===== src/rtl/dual_lane_mac.sv =====
// Two-lane signed MAC: each frame sums N_TAPS products of a shared sample with per-lane coefficients.
// Latency: result pair one cycle after the last tap is accepted; done one cycle after the final result.
module dual_lane_mac #(
    parameter int IN_W     = 8,
    parameter int OUT_W    = 18,
    parameter int N_TAPS   = 8,
    parameter int N_GROUPS = 8
) (
    input  logic             clk,
    input  logic             reset_n,
    input  logic             start,
    input  logic [IN_W-1:0]  a_in,
    input  logic [IN_W-1:0]  b1_in,
    input  logic [IN_W-1:0]  b2_in,
    input  logic             in_valid,
    output logic             in_ready,
    output logic [OUT_W-1:0] data1,
    output logic [OUT_W-1:0] data2,
    output logic             valid_out,
    output logic             done
);

    localparam int PROD_W = 2 * IN_W;
    localparam int ACC_W  = PROD_W + $clog2(N_TAPS);
    localparam int SAT_W  = ((ACC_W > OUT_W) ? ACC_W : OUT_W) + 1;
    localparam int TAP_W  = $clog2(N_TAPS);
    localparam int GRP_W  = (N_GROUPS > 1) ? $clog2(N_GROUPS) : 1;

    localparam logic [SAT_W-1:0] SAT_MAX = {{(SAT_W-OUT_W+1){1'b0}}, {(OUT_W-1){1'b1}}};
    localparam logic [SAT_W-1:0] SAT_MIN = {{(SAT_W-OUT_W+1){1'b1}}, {(OUT_W-1){1'b0}}};

    typedef enum logic [1:0] {IDLE, ACCUM, DONE} state_t;

    state_t             state_q, state_d;
    logic [ACC_W-1:0]   acc1_q, acc1_d, acc2_q, acc2_d;
    logic [TAP_W-1:0]   tap_q, tap_d;
    logic [GRP_W-1:0]   grp_q, grp_d;
    logic [OUT_W-1:0]   data1_q, data1_d, data2_q, data2_d;
    logic               valid_out_q, valid_out_d;
    logic               done_q, done_d;
    logic               in_ready_q, in_ready_d;

    logic [PROD_W-1:0]  a_ext, b1_ext, b2_ext, p1, p2;
    logic [ACC_W-1:0]   sum1, sum2;

    // Sign-extend to a width that cannot overflow, then clamp into OUT_W.
    function automatic logic [OUT_W-1:0] sat(input logic [ACC_W-1:0] v);
        logic [SAT_W-1:0] ext;
        ext = {{(SAT_W-ACC_W){v[ACC_W-1]}}, v};
        if ($signed(ext) > $signed(SAT_MAX)) begin
            sat = SAT_MAX[OUT_W-1:0];
        end else if ($signed(ext) < $signed(SAT_MIN)) begin
            sat = SAT_MIN[OUT_W-1:0];
        end else begin
            sat = ext[OUT_W-1:0];
        end
    endfunction

    always_comb begin
        a_ext  = {{IN_W{a_in[IN_W-1]}}, a_in};
        b1_ext = {{IN_W{b1_in[IN_W-1]}}, b1_in};
        b2_ext = {{IN_W{b2_in[IN_W-1]}}, b2_in};
        p1     = a_ext * b1_ext;
        p2     = a_ext * b2_ext;
        sum1   = acc1_q + {{(ACC_W-PROD_W){p1[PROD_W-1]}}, p1};
        sum2   = acc2_q + {{(ACC_W-PROD_W){p2[PROD_W-1]}}, p2};

        state_d     = state_q;
        acc1_d      = acc1_q;
        acc2_d      = acc2_q;
        tap_d       = tap_q;
        grp_d       = grp_q;
        data1_d     = data1_q;
        data2_d     = data2_q;
        valid_out_d = 1'b0;
        done_d      = 1'b0;

        case (state_q)
            IDLE: begin
                // The done pulse is visible while already back in IDLE; a start
                // seen alongside it belongs to the finished run and is dropped.
                if (start && !done_q) begin
                    acc1_d  = '0;
                    acc2_d  = '0;
                    tap_d   = '0;
                    grp_d   = '0;
                    state_d = ACCUM;
                end
            end
            ACCUM: begin
                if (in_valid) begin
                    if (tap_q == TAP_W'(N_TAPS - 1)) begin
                        data1_d     = sat(sum1);
                        data2_d     = sat(sum2);
                        valid_out_d = 1'b1;
                        acc1_d      = '0;
                        acc2_d      = '0;
                        tap_d       = '0;
                        grp_d       = grp_q + 1'b1;
                        if (grp_q == GRP_W'(N_GROUPS - 1)) begin
                            state_d = DONE;
                        end
                    end else begin
                        acc1_d = sum1;
                        acc2_d = sum2;
                        tap_d  = tap_q + 1'b1;
                    end
                end
            end
            DONE: begin
                done_d  = 1'b1;
                state_d = IDLE;
            end
            default: state_d = IDLE;
        endcase

        in_ready_d = (state_d == ACCUM);
    end

    always_ff @(posedge clk) begin
        if (!reset_n) begin
            state_q     <= IDLE;
            acc1_q      <= '0;
            acc2_q      <= '0;
            tap_q       <= '0;
            grp_q       <= '0;
            data1_q     <= '0;
            data2_q     <= '0;
            valid_out_q <= 1'b0;
            done_q      <= 1'b0;
            in_ready_q  <= 1'b0;
        end else begin
            state_q     <= state_d;
            acc1_q      <= acc1_d;
            acc2_q      <= acc2_d;
            tap_q       <= tap_d;
            grp_q       <= grp_d;
            data1_q     <= data1_d;
            data2_q     <= data2_d;
            valid_out_q <= valid_out_d;
            done_q      <= done_d;
            in_ready_q  <= in_ready_d;
        end
    end

    assign in_ready  = in_ready_q;
    assign data1     = data1_q;
    assign data2     = data2_q;
    assign valid_out = valid_out_q;
    assign done      = done_q;

endmodule


===== config.mk =====
export PLATFORM = sky130hd
export DESIGN_NAME = dual_lane_mac
export DESIGN_NICKNAME = d
export VERILOG_FILES = /design/src/rtl/dual_lane_mac.sv
export SDC_FILE = /design/constraint.sdc
export NUM_CORES = 1
export LEC_CHECK = 0
export ABC_AREA = 1
export ABC_CLOCK_PERIOD_IN_PS = 8000
export CORE_MARGIN = 10
export CORE_UTILIZATION = 47
export DETAILED_ROUTE_END_ITERATION = 8
export PLACE_DENSITY = 0.72
export SYNTH_ARGS = -nofsm -noshare
export SYNTH_HDL_FRONTEND = slang
export SYNTH_SLANG_ARGS = --single-unit
export TNS_END_PERCENT = 100

===== constraint.sdc =====
create_clock -name clk -period 8 [get_ports clk]
set_clock_uncertainty 0.05 [all_clocks]
set_input_delay 1.6 -clock clk [delete_from_list [all_inputs] [get_ports clk]]
set_output_delay 1.6 -clock clk [all_outputs]
set_load 0.05 [all_outputs]

==> impl_metrics.json <==
{
  "cts-htree-levels": 3,
  "synthFlopType": "dfxtp_1",
  "synth_edf_count": 0,
  "fin_crit_sh_pct": 93.2,
  "hold_buffers": 0,
  "maxCapViolations": 0,
  "layout.nets": 1804,
  "seq_area_frac_synth_pct": 16.1,
  "synth.distinct_cells": 41,
  "yosys.area.top_type": "fa_1",
  "start_kind": "input port",
  "fin_crit_ns": 7.46,
  "tns_ns": 0,
  "r2r-start": "acc1_q[0]$_SDFFE_PN0P_",
  "rr_worst_depth": 11,
  "setup_violations": 0,
  "status": "finished, final reports clean",
  "diodes": 0,
  "rows": 54,
  "clk_pin_slew_ns": 0.06,
  "cts_tree": "done",
  "min_path_cells": 1,
  "rsz0062_at_grt": "false",
  "yosysWarnings": 0,
  "dieHeight_um": 170,
  "overflow": 0,
  "synth_top_cell_area_share_pct": 21.2,
  "track_usage_pct": 17.6,
  "ys_ff_latch": 85,
  "clk_path_buf_depth": 2,
  "dp_hpwl_um": 19800,
  "ys_top_cells_by_area": "fa_1 21%, dfxtp_1 16%, nand2_1 14%",
  "drcViolationCount": 0,
  "cp_slowest_cell": "fa_1",
  "setup_ws_ns": 0.541,
  "avgSynthCellArea_um2": 7.05,
  "via_per_inst": 4.91,
  "synth.most_common_cell": "nand2_1",
  "die_area_um2": 28900,
  "rr_endpoint": "acc1_q[14]$_SDFFE_PN0P_",
  "path_buf_inv": 9,
  "ys_top_cells_by_count": "403 x nand2_1, 347 x inv_1, 127 x a21oi_1, 112 x fa_1, 100 x ha_1",
  "relSlewSlack_pct": 60.2,
  "max_freq_ghz": 0.134,
  "pre_cts_ws_ns": 0.0651,
  "antenna_left": 0,
  "cts_made_buffers": 9,
  "areaGrowthSynthToFinish_pct": 13.5,
  "path_delay_family": "adder cells",
  "ctsResizeCount": 0,
  "leakagePower_uw": 0.00652,
  "portBuffers": 66,
  "hold_end": "done$_SDFF_PN0_",
  "wl_per_cell_um": 13.0,
  "gp_congestion": 0.898,
  "min_from": "state_q[0]$_SDFF_PN0_",
  "hold_class": "flop to flop",
  "die_w_um": 170,
  "critPathMaxFanout": 16,
  "pin_count": 67,
  "post_cts_buffers": 0,
  "maxSlewViolCount": 0,
  "cts.sinks": 85,
  "async_reset_ff_share_pct": 0,
  "syn-num-nets": 1738,
  "hold_violations": 0,
  "arrival_ns": 7.64,
  "core_area_um2": 22000,
  "crit_required_ns": 8.18,
  "first_iter_violations": 366,
  "grt_max_degree": 41,
  "worstSetupPathType": "input port to flop",
  "wl_um": 24000,
  "insertion_delay_ns": 0.35,
  "dr.pass1.iters": 7,
  "n_fill_cell": 2061,
  "grt_pass1_wl_um": 43100,
  "num_vias": 9072,
  "tightest_slew_ns": 0.597,
  "crit_path_end_kind": "flop",
  "cts_root_buf": "clkbuf_16",
  "start_util_pct": 48.1,
  "peakVddDrop_mv": 0.328,
  "antenna_found_initial": 0,
  "drive_gt1_share_pct": 6.69,
  "p_per_area_nw_per_um2": 406,
  "grt_pass1_vias": 9625,
  "crit_start": "a_in[7]",
  "critPathMaxStageDelay_ns": 0.52,
  "r2r_slack_ns": 5.43,
  "hold_ws_ns": 0.409,
  "final_util_pct": 54.6,
  "synth_cells": 1498,
  "syn_area_um2": 10600
}
==> registers in the layout, indices dropped and copies added, names as in the netlist, 2 cells and up <==
name / cells
data2: 18
acc2_q: 19
data1: 18
tap_q: 3
grp_q: 3
state_q: 2
acc1_q: 19
==> cell type report <==
| type | instances | area [µm²] | area share (%) |
|---|---|---|---|
| multi-input cells | 1012 | 7350 | 61.3 |
| flip-flops and latches | 85 | 1700 | 14.2 |
| inverters | 351 | 1320 | 11.0 |
| repair buffers | 105 | 968 | 8.08 |
| well taps | 280 | 350 | 2.92 |
| clock buffers | 10 | 229 | 1.91 |
| clock inverters | 6 | 71.3 | 0.595 |
==> kinds of logic after synthesis <==
group / count (synthesis) / share of synthesized area (%)
simple gates: 549 / 21.8
xor+xnor: 56 / 4.64
fa+ha+maj: 212 / 33.1
flops: 85 / 16.1
buf+inv: 402 / 14.6
compound gates: 194 / 9.84
==> worst max-delay path by stage <==
stage / endpoint / slack (ns) / cells past startpoint
2_1_floorplan: data1[15]$_SDFFE_PN0P_ / 0.67 / 38
3_3_place_gp: data1[1]$_SDFFE_PN0P_ / 0.18 / 38
3_5_place_dp: data1[0]$_SDFFE_PN0P_ / 0.07 / 38
4_1_cts: data1[4]$_SDFFE_PN0P_ / 0.38 / 38
5_1_grt: data2[3]$_SDFFE_PN0P_ / 0.009 / 29
6_report: data2[2]$_SDFFE_PN0P_ / 0.54 / 34
==> power by group <==
group	internal (µW)	switching [µW]
Combinational	1440	2490
Clock	245	188
Sequential	467	27.8
==> layout by cell type, fill, tap and decap left out, types with 3 or more instances in the layout <==
master           instances
nand2_1                403
xor2_1                  27
a21oi_1                127
nand2_2                 10
clkdlybuf4s50_1         65
buf_4                   38
o21ai_1                  3
fa_1                   111
a21boi_0                 3
nor2_1                  53
o21ai_0                 36
inv_1                  347
nand4_1                  7
a21o_1                   5
a31oi_1                  8
clkbuf_16                9
ha_1                   100
dfxtp_1                 85
nand3_1                 38
or2_2                   14
or2_1                    3
nand3_2                 11
xnor2_1                 29
inv_2                    3
==> per-layer routing <==
metal	share of wire (%)	track usage, %	vias up	routed length (µm)
li1	-	-	4644	-
met1	43	20.1	4285	10200
met2	53	33.8	109	12800
met3	2.4	2.31	34	566
met4	1.7	3.74	0	420
met5	0	0	-	0
==> through the flow <==
step                cell area [µm²]  total power, µW  instances
finish                        12000             4870       1849
global route                  12000             5510       1849
CTS                           12000             4860       1848
detailed placement            11700             4400       1832
global placement              11700             4360       1832
floorplan                     10600             3550       1498
Power figures use the tool's default switching activity.
